### src/rtl/ucie_ctl_sb_rsp_handler_if.sv
// Sideband message handshake bundle for the response handler.
// Carries the incoming SB message strobe/code and the response TX handshake.
interface ucie_ctl_sb_rsp_handler_if;
    logic       i_sb_msg_valid;
    logic [4:0] i_sb_msg;
    logic       o_sb_tx_valid;
    logic [4:0] o_sb_tx_msg;
    logic       i_sb_tx_ready;

    modport master (
        output i_sb_msg_valid,
        output i_sb_msg,
        output i_sb_tx_ready,
        input  o_sb_tx_valid,
        input  o_sb_tx_msg
    );

    modport slave (
        input  i_sb_msg_valid,
        input  i_sb_msg,
        input  i_sb_tx_ready,
        output o_sb_tx_valid,
        output o_sb_tx_msg
    );
endinterface

### src/rtl/ucie_ctl_sb_rsp_handler.sv
// Remote-partner sideband response handler: decodes SB messages, raises
// events/requests to the CNTL FSM and sends RSP_ACTIVE / RSP_LINKRESET.
// Ports: i_clk, i_rst (sync, active high); sb (slave: RX msg strobe/code,
// TX valid/msg/ready); i_rx_open, i_linkreset_ack, i_abort permits/flush;
// o_rmt_* request levels and receive pulses, o_adv_cap_rcvd, o_unexp_msg,
// o_timeout. All outputs are registered.
module ucie_ctl_sb_rsp_handler #(
    parameter int TIMEOUT_CYCLES = 8000
) (
    input  logic                          i_clk,
    input  logic                          i_rst,
    ucie_ctl_sb_rsp_handler_if.slave      sb,
    input  logic                          i_rx_open,
    input  logic                          i_linkreset_ack,
    input  logic                          i_abort,
    output logic                          o_rmt_active_req,
    output logic                          o_rmt_linkreset_req,
    output logic                          o_rmt_active_rsp,
    output logic                          o_rmt_linkreset_rsp,
    output logic                          o_adv_cap_rcvd,
    output logic                          o_unexp_msg,
    output logic                          o_timeout
);

    // Width floor of 1 keeps the counter legal when the timeout is disabled.
    localparam int CNT_W = (TIMEOUT_CYCLES > 0) ?
                           $clog2(TIMEOUT_CYCLES + 1) : 1;
    localparam logic [CNT_W-1:0] CNT_LAST =
        CNT_W'((TIMEOUT_CYCLES > 0) ? TIMEOUT_CYCLES - 1 : 0);

    localparam logic [4:0] MSG_ADV_CAP  = 5'b00000;
    localparam logic [4:0] MSG_REQ_ACT  = 5'b10101;
    localparam logic [4:0] MSG_REQ_LR   = 5'b10111;
    localparam logic [4:0] MSG_RSP_ACT  = 5'b11001;
    localparam logic [4:0] MSG_RSP_LR   = 5'b11011;

    localparam logic [2:0] ST_IDLE     = 3'd0;
    localparam logic [2:0] ST_WAIT_ACT = 3'd1;
    localparam logic [2:0] ST_SEND_ACT = 3'd2;
    localparam logic [2:0] ST_WAIT_LR  = 3'd3;
    localparam logic [2:0] ST_SEND_LR  = 3'd4;

    logic [2:0]       state_q, state_d;
    logic [CNT_W-1:0] cnt_q, cnt_d;
    logic             pend_q, pend_d;
    logic             to_d, unexp_d;
    logic             is_ra, is_rl, known, expire;

    assign is_ra = sb.i_sb_msg_valid && (sb.i_sb_msg == MSG_REQ_ACT);
    assign is_rl = sb.i_sb_msg_valid && (sb.i_sb_msg == MSG_REQ_LR);
    assign known = (sb.i_sb_msg == MSG_ADV_CAP) ||
                   (sb.i_sb_msg == MSG_REQ_ACT) ||
                   (sb.i_sb_msg == MSG_REQ_LR)  ||
                   (sb.i_sb_msg == MSG_RSP_ACT) ||
                   (sb.i_sb_msg == MSG_RSP_LR);
    assign expire = (TIMEOUT_CYCLES > 0) && (cnt_q == CNT_LAST);

    always_comb begin
        state_d = state_q;
        cnt_d   = cnt_q;
        pend_d  = pend_q;
        to_d    = 1'b0;
        unexp_d = sb.i_sb_msg_valid && !known;
        case (state_q)
            ST_IDLE: begin
                if (is_ra) begin
                    state_d = ST_WAIT_ACT;
                    cnt_d   = '0;
                end else if (is_rl) begin
                    state_d = ST_WAIT_LR;
                    cnt_d   = '0;
                end
            end
            ST_WAIT_ACT: begin
                // A linkreset request preempts the pending activation.
                if (is_rl) begin
                    state_d = ST_WAIT_LR;
                    cnt_d   = '0;
                end else if (i_rx_open) begin
                    state_d = ST_SEND_ACT;
                end else if (expire) begin
                    state_d = ST_IDLE;
                    to_d    = 1'b1;
                end else begin
                    cnt_d = cnt_q + 1'b1;
                end
            end
            ST_SEND_ACT: begin
                if (is_rl) pend_d = 1'b1;
                if (sb.i_sb_tx_ready) begin
                    pend_d = 1'b0;
                    if (pend_q || is_rl) begin
                        state_d = ST_WAIT_LR;
                        cnt_d   = '0;
                    end else begin
                        state_d = ST_IDLE;
                    end
                end
            end
            ST_WAIT_LR: begin
                if (is_ra) unexp_d = 1'b1;
                if (i_linkreset_ack) begin
                    state_d = ST_SEND_LR;
                end else if (expire) begin
                    state_d = ST_IDLE;
                    to_d    = 1'b1;
                end else begin
                    cnt_d = cnt_q + 1'b1;
                end
            end
            ST_SEND_LR: begin
                if (is_ra) unexp_d = 1'b1;
                if (sb.i_sb_tx_ready) state_d = ST_IDLE;
            end
            default: begin
                state_d = ST_IDLE;
                cnt_d   = '0;
                pend_d  = 1'b0;
            end
        endcase
    end

    always_ff @(posedge i_clk) begin
        if (i_rst || i_abort) begin
            state_q             <= ST_IDLE;
            cnt_q               <= '0;
            pend_q              <= 1'b0;
            sb.o_sb_tx_valid    <= 1'b0;
            sb.o_sb_tx_msg      <= 5'b00000;
            o_rmt_active_req    <= 1'b0;
            o_rmt_linkreset_req <= 1'b0;
            o_rmt_active_rsp    <= 1'b0;
            o_rmt_linkreset_rsp <= 1'b0;
            o_adv_cap_rcvd      <= 1'b0;
            o_unexp_msg         <= 1'b0;
            o_timeout           <= 1'b0;
        end else begin
            state_q          <= state_d;
            cnt_q            <= cnt_d;
            pend_q           <= pend_d;
            sb.o_sb_tx_valid <= (state_d == ST_SEND_ACT) ||
                                (state_d == ST_SEND_LR);
            sb.o_sb_tx_msg   <= (state_d == ST_SEND_ACT) ? MSG_RSP_ACT :
                                (state_d == ST_SEND_LR)  ? MSG_RSP_LR  :
                                5'b00000;
            o_rmt_active_req <= (state_d == ST_WAIT_ACT) ||
                                (state_d == ST_SEND_ACT);
            o_rmt_linkreset_req <= (state_d == ST_WAIT_LR) ||
                                   (state_d == ST_SEND_LR) || pend_d;
            o_rmt_active_rsp <= sb.i_sb_msg_valid &&
                                (sb.i_sb_msg == MSG_RSP_ACT);
            o_rmt_linkreset_rsp <= sb.i_sb_msg_valid &&
                                   (sb.i_sb_msg == MSG_RSP_LR);
            o_adv_cap_rcvd   <= sb.i_sb_msg_valid &&
                                (sb.i_sb_msg == MSG_ADV_CAP);
            o_unexp_msg      <= unexp_d;
            o_timeout        <= to_d;
        end
    end

endmodule

### src/flat_wrapper.sv
// flat-port wrapper written by rule: the top's interface ports become plain ports
module ucie_ctl_sb_rsp_handler_flat 
#(
    parameter int TIMEOUT_CYCLES = 8000
)
  (i_clk, i_rst, i_rx_open, i_linkreset_ack, i_abort, o_rmt_active_req, o_rmt_linkreset_req, o_rmt_active_rsp, o_rmt_linkreset_rsp, o_adv_cap_rcvd, o_unexp_msg, o_timeout, sb_i_sb_msg_valid, sb_i_sb_msg, sb_i_sb_tx_ready, sb_o_sb_tx_valid, sb_o_sb_tx_msg);
  ucie_ctl_sb_rsp_handler_if sb_i ();
  input  logic i_clk;
  input  logic i_rst;
  input  logic i_rx_open;
  input  logic i_linkreset_ack;
  input  logic i_abort;
  output logic o_rmt_active_req;
  output logic o_rmt_linkreset_req;
  output logic o_rmt_active_rsp;
  output logic o_rmt_linkreset_rsp;
  output logic o_adv_cap_rcvd;
  output logic o_unexp_msg;
  output logic o_timeout;
  input wire logic [$bits(sb_i.i_sb_msg_valid)-1:0] sb_i_sb_msg_valid;
  input wire logic [$bits(sb_i.i_sb_msg)-1:0] sb_i_sb_msg;
  input wire logic [$bits(sb_i.i_sb_tx_ready)-1:0] sb_i_sb_tx_ready;
  output wire logic [$bits(sb_i.o_sb_tx_valid)-1:0] sb_o_sb_tx_valid;
  output wire logic [$bits(sb_i.o_sb_tx_msg)-1:0] sb_o_sb_tx_msg;
  assign sb_i.i_sb_msg_valid = sb_i_sb_msg_valid;
  assign sb_i.i_sb_msg = sb_i_sb_msg;
  assign sb_i.i_sb_tx_ready = sb_i_sb_tx_ready;
  assign sb_o_sb_tx_valid = sb_i.o_sb_tx_valid;
  assign sb_o_sb_tx_msg = sb_i.o_sb_tx_msg;
  ucie_ctl_sb_rsp_handler #(.TIMEOUT_CYCLES(TIMEOUT_CYCLES)) u_core (.i_clk(i_clk), .i_rst(i_rst), .sb(sb_i), .i_rx_open(i_rx_open), .i_linkreset_ack(i_linkreset_ack), .i_abort(i_abort), .o_rmt_active_req(o_rmt_active_req), .o_rmt_linkreset_req(o_rmt_linkreset_req), .o_rmt_active_rsp(o_rmt_active_rsp), .o_rmt_linkreset_rsp(o_rmt_linkreset_rsp), .o_adv_cap_rcvd(o_adv_cap_rcvd), .o_unexp_msg(o_unexp_msg), .o_timeout(o_timeout));
endmodule
### config.mk
export PLATFORM = sky130hd
export DESIGN_NAME = ucie_ctl_sb_rsp_handler_flat
export DESIGN_NICKNAME = d
export VERILOG_FILES = /design/src/rtl/ucie_ctl_sb_rsp_handler_if.sv /design/src/rtl/ucie_ctl_sb_rsp_handler.sv /design/src/flat_wrapper.sv
export SDC_FILE = /design/constraint.sdc
export NUM_CORES = 1
export LEC_CHECK = 0
export CAP_MARGIN = 25
export CORE_UTILIZATION = 29
export DETAILED_ROUTE_END_ITERATION = 8
export SETUP_SLACK_MARGIN = 0.2
export SYNTH_ARGS = -nofsm -noshare
export SYNTH_HDL_FRONTEND = slang
export SYNTH_SLANG_ARGS = --single-unit
### constraint.sdc
create_clock -name i_clk -period 1.8 [get_ports i_clk]
set_input_delay 0.18 -clock i_clk [delete_from_list [all_inputs] [get_ports i_clk]]
set_output_delay 0.18 -clock i_clk [all_outputs]
set_load 0.01 [all_outputs]
==> metrics <==
CP max-delay cell=or4_4; Critical Path AT=approximately 2 ns; # port buffers=23; Die Wd=between 70 and 80 microns; Cell variety after synth=44; Final WS setup=-0.00742 ns; reg-to-reg critical path endpoint=u_core.o_rmt_active_req; status=finished with violations; Hold Path End=u_core.o_adv_cap_rcvd; max incr delay on CP=between 0.5 and 0.6 ns; Finished Layout Cells=between 300 and 400; Logic pwr share=0.102; Sw Ratio=0.207; Ys Warns=0; Psw=about 240 uW; Avg Vias per Cell=approximately 5.4; internal power=937 uW; sequential cell area fraction in the yosys report=0.371; H-tree levels=1; hold wc startpoint=sb_i_sb_msg[2]; Initial Util=0.312; CP Cell Sequence=nand2b_1, or4_4, a221o_2, o41ai_2; GRT Resource Usage Total=0.170; share of power burned in registers=0.486; CTS tree=built; GR Layer Usage met1=0.211; fill cell count=413; count of buffer and inverter cells on the critical path=0; Clock Skew=approximately 0.004 ns; Hold Violations, Final=0; FP Rows=24; ys async rst share=0; Synth Register Bits=26; Hold Buf Count CTS=0; maximum clock insertion buffer count=2; Top FF cell, synth=dfxtp_1; final antenna-violating net count=0; initial antenna violation count=0; Ant. Diodes=0; fraction of layout cells with a size suffix above 1=0.450; CORE AREA=about 0.0045 sq mm; vias in the first global route=~1,500; pin count of the biggest net entering global routing=16; via count=~1,600; busiest grt layer=met2; fin crit period=approximately 1.8 ns; placed insts=287; critical path fanouts, max=3; Worst-path clk slew=0.09 ns; failing checks=negative setup slack; worst r2r src=u_core.cnt_q[7]; Max Clock Freq=553 MHz; Post-synth EDFFs=0; Sinks on Clock Net=26; Die Ht=about 72 microns; Ports=25; MaxCap Viol Count=0; Net Count, Synth=187; hpwl dp=between 2000 and 3000 microns; Hold Crit Depth=3; Die ar.=0.00512 sq mm; clk root buf=clkbuf_8; Post-Syn Area=about 0.0014 sq mm; clock group share of total power=0.412; crit path capture type=flop; Final setup viols=2; mean area per synthesized cell=just over 8 sq um; Placed Area=0.00202 sq mm; Area Growth Syn to Fin=76.1%; later-pin clock latency in the skew report=0.27 ns; Post-Place Setup Slack=-0.354 ns; setup slack, reg-to-reg=-0.007 ns; iteration count of the initial detailed-routing pass=4; worst reg-to-reg path cell count=4; PwrDens=478 mW/mm^2; Leakage Power=between 1 and 1.5 nW; cells after synthesis=about 170; Max VDD drop=roughly 0.34 mV; # DRC=0; delay-heaviest family, CP=simple AND/OR/NAND/NOR gates; RSZ-0062 raised after global routing=true; nets=~270; global route total overflow=0; Pins Over Slew Limit=0; GRT met3 Usage=0.0239; CTS Buf Count=3; Routed WL per cell=around 14 microns; first-pass GRT wire length=around 7000 microns; RD Place Congestion=a little under 0.9; Final Instance Area=0.00247 sq mm; critical path class=reg2reg; startpoint types=flop; worst hold path class=in2reg; 1st-iter DRT viols=74; WL final=about 4300 microns; fin crit share=1.00; GR Util met2=0.303; Crit path required time=between 1.5 and 2 ns
[metal layers]
metal,part of all wire,wire [microns],up-vias
met4,0.011,49,0
met5,0,0,-
met2,0.52,2260,39
li1,-,-,804
met3,0.032,136,5
met1,0.43,1860,780
[metrics by stage]
step	total power [mW]	hold slack (ns)	TNS, ns	utilization
5_1_grt	1.23	0.219	-0.406	0.549
3_3_place_gp	0.695	0.527	-3.68	0.448
4_1_cts	1.19	0.557	-0.128	0.508
3_5_place_dp	0.695	0.541	-4.13	0.448
6_report	1.18	0.197	-0.0114	0.549
2_1_floorplan	0.626	0.257	-0.0472	-
[state kept, by name, indices dropped and copies added (netlist names)]
name                        cells
u_core.state_q                  3
u_core.o_rmt_linkreset_req      1
u_core.o_rmt_active_rsp         1
u_core.o_rmt_linkreset_rsp      1
u_core.pend_q                   1
u_core.o_timeout                1
u_core.o_unexp_msg              1
u_core.o_adv_cap_rcvd           1
u_core.o_rmt_active_req         1
u_core.cnt_q                   13
u_core.sb.o_sb_tx_msg           2
[Yosys cell counts (all sizes together) (2+ instances only)]
| cell | number | area share |
|---|---|---|
| nor3 | 6 | 0.021 |
| and2 | 4 | 0.018 |
| a31oi | 3 | 0.013 |
| a21oi | 6 | 0.021 |
| buf | 9 | 0.039 |
| inv | 5 | 0.013 |
| nand4b | 2 | 0.012 |
| nand3 | 3 | 0.011 |
| mux2i | 2 | 0.014 |
| nor4 | 4 | 0.018 |
| and3 | 5 | 0.026 |
| nand4 | 5 | 0.022 |
| nor2 | 14 | 0.037 |
| o21ai | 26 | 0.093 |
| nor2b | 7 | 0.031 |
| a22o | 2 | 0.013 |
| o211ai | 2 | 0.011 |
| or4 | 2 | 0.011 |
| nand2b | 7 | 0.031 |
| o31ai | 4 | 0.021 |
| nand2 | 10 | 0.027 |
| dfxtp | 26 | 0.37 |
| a21o | 2 | 0.011 |
[kinds of logic (layout without fill, tap and decap cells)]
kind of cell | Yosys count | count (layout) | synth area share
AO/OA/AOI/OAI | 54 | 55 | 0.250
adder cells (fa/ha/maj) | 1 | 1 | 0.00891
other | 1 | 1 | 0.00267
AND/OR/NAND/NOR | 75 | 76 | 0.299
flip-flops | 26 | 26 | 0.371
buffers and inverters | 15 | 90 | 0.0553
multiplexers | 2 | 2 | 0.0143
[layout make-up]
| type | count | area, sq um | area share |
|---|---|---|---|
| Clock inverter | 1 | 30.0 | 0.0121 |
| Tap cell | 52 | 65.1 | 0.0263 |
| Timing Repair Buffer | 81 | 708 | 0.286 |
| Clock buffer | 3 | 41.3 | 0.0167 |
| Multi-Input combinational cell | 135 | 1080 | 0.435 |
| Inverter | 5 | 18.8 | 0.00759 |
| Sequential cell | 26 | 533 | 0.216 |
[layout by cell type, fill, tap and decap left out, drive strengths merged, types with 2 or more instances in the layout]
cell / Yosys / final
buf: 9 / 58
dfxtp: 26 / 26
o21ai: 26 / 26
clkdlybuf4s50: 0 / 17
nor2: 14 / 14
nand2: 10 / 10
nand2b: 7 / 7
nor2b: 7 / 7
nor3: 6 / 6
a21oi: 6 / 6
inv: 5 / 5
nand4: 5 / 5
dlymetal6s2s: 0 / 5
and3: 5 / 5
and2: 4 / 4
nor4: 4 / 4
o31ai: 4 / 4
a31oi: 3 / 3
clkbuf: 1 / 3
nand3: 3 / 3
nand4b: 2 / 2
mux2i: 2 / 2
a21o: 2 / 2
o211ai: 2 / 2
or3: 1 / 2
o21a: 1 / 2
or4: 2 / 2
a22o: 2 / 2
[power groups by stage]
stage / Clock [mW] / Combinational [mW] / Sequential, mW
3_5_place_dp: 0 / 0.104 / 0.591
4_1_cts: 0.496 / 0.116 / 0.576
5_1_grt: 0.523 / 0.131 / 0.575
2_1_floorplan: 0 / 0.0342 / 0.591
6_report: 0.487 / 0.120 / 0.574
3_3_place_gp: 0 / 0.104 / 0.591
[worst max-delay path by stage]
stage | endpoint | startpoint | cells past startpoint | slack [ns]
final | u_core.o_rmt_active_req | u_core.cnt_q[7] | 4 | -0.007
after global routing | u_core.sb.o_sb_tx_msg[3] | u_core.cnt_q[0] | 7 | -0.11
after CTS | u_core.o_rmt_active_req | u_core.cnt_q[0] | 7 | -0.06
after detailed placement | u_core.cnt_q[10] | sb_i_sb_msg_valid | 7 | -0.35
after global placement | u_core.cnt_q[8] | sb_i_sb_msg_valid | 6 | -0.28
after floorplan | u_core.o_rmt_active_req | u_core.cnt_q[1] | 8 | -0.03
[tightest hold or removal path, cell delays in order]
cell and delay [ns]:
dlymetal6s2s_1 0.10, buf_4 0.12, nor3_1 0.04
[what timing repair did]
item	CTS	global route
gates resized for setup	51	42
gates cloned	3	0
endpoints found under the setup margin	18	19
pin swaps	15	24
setup buffers	4	5
Note: power is estimated with default switching activity, not from simulation.
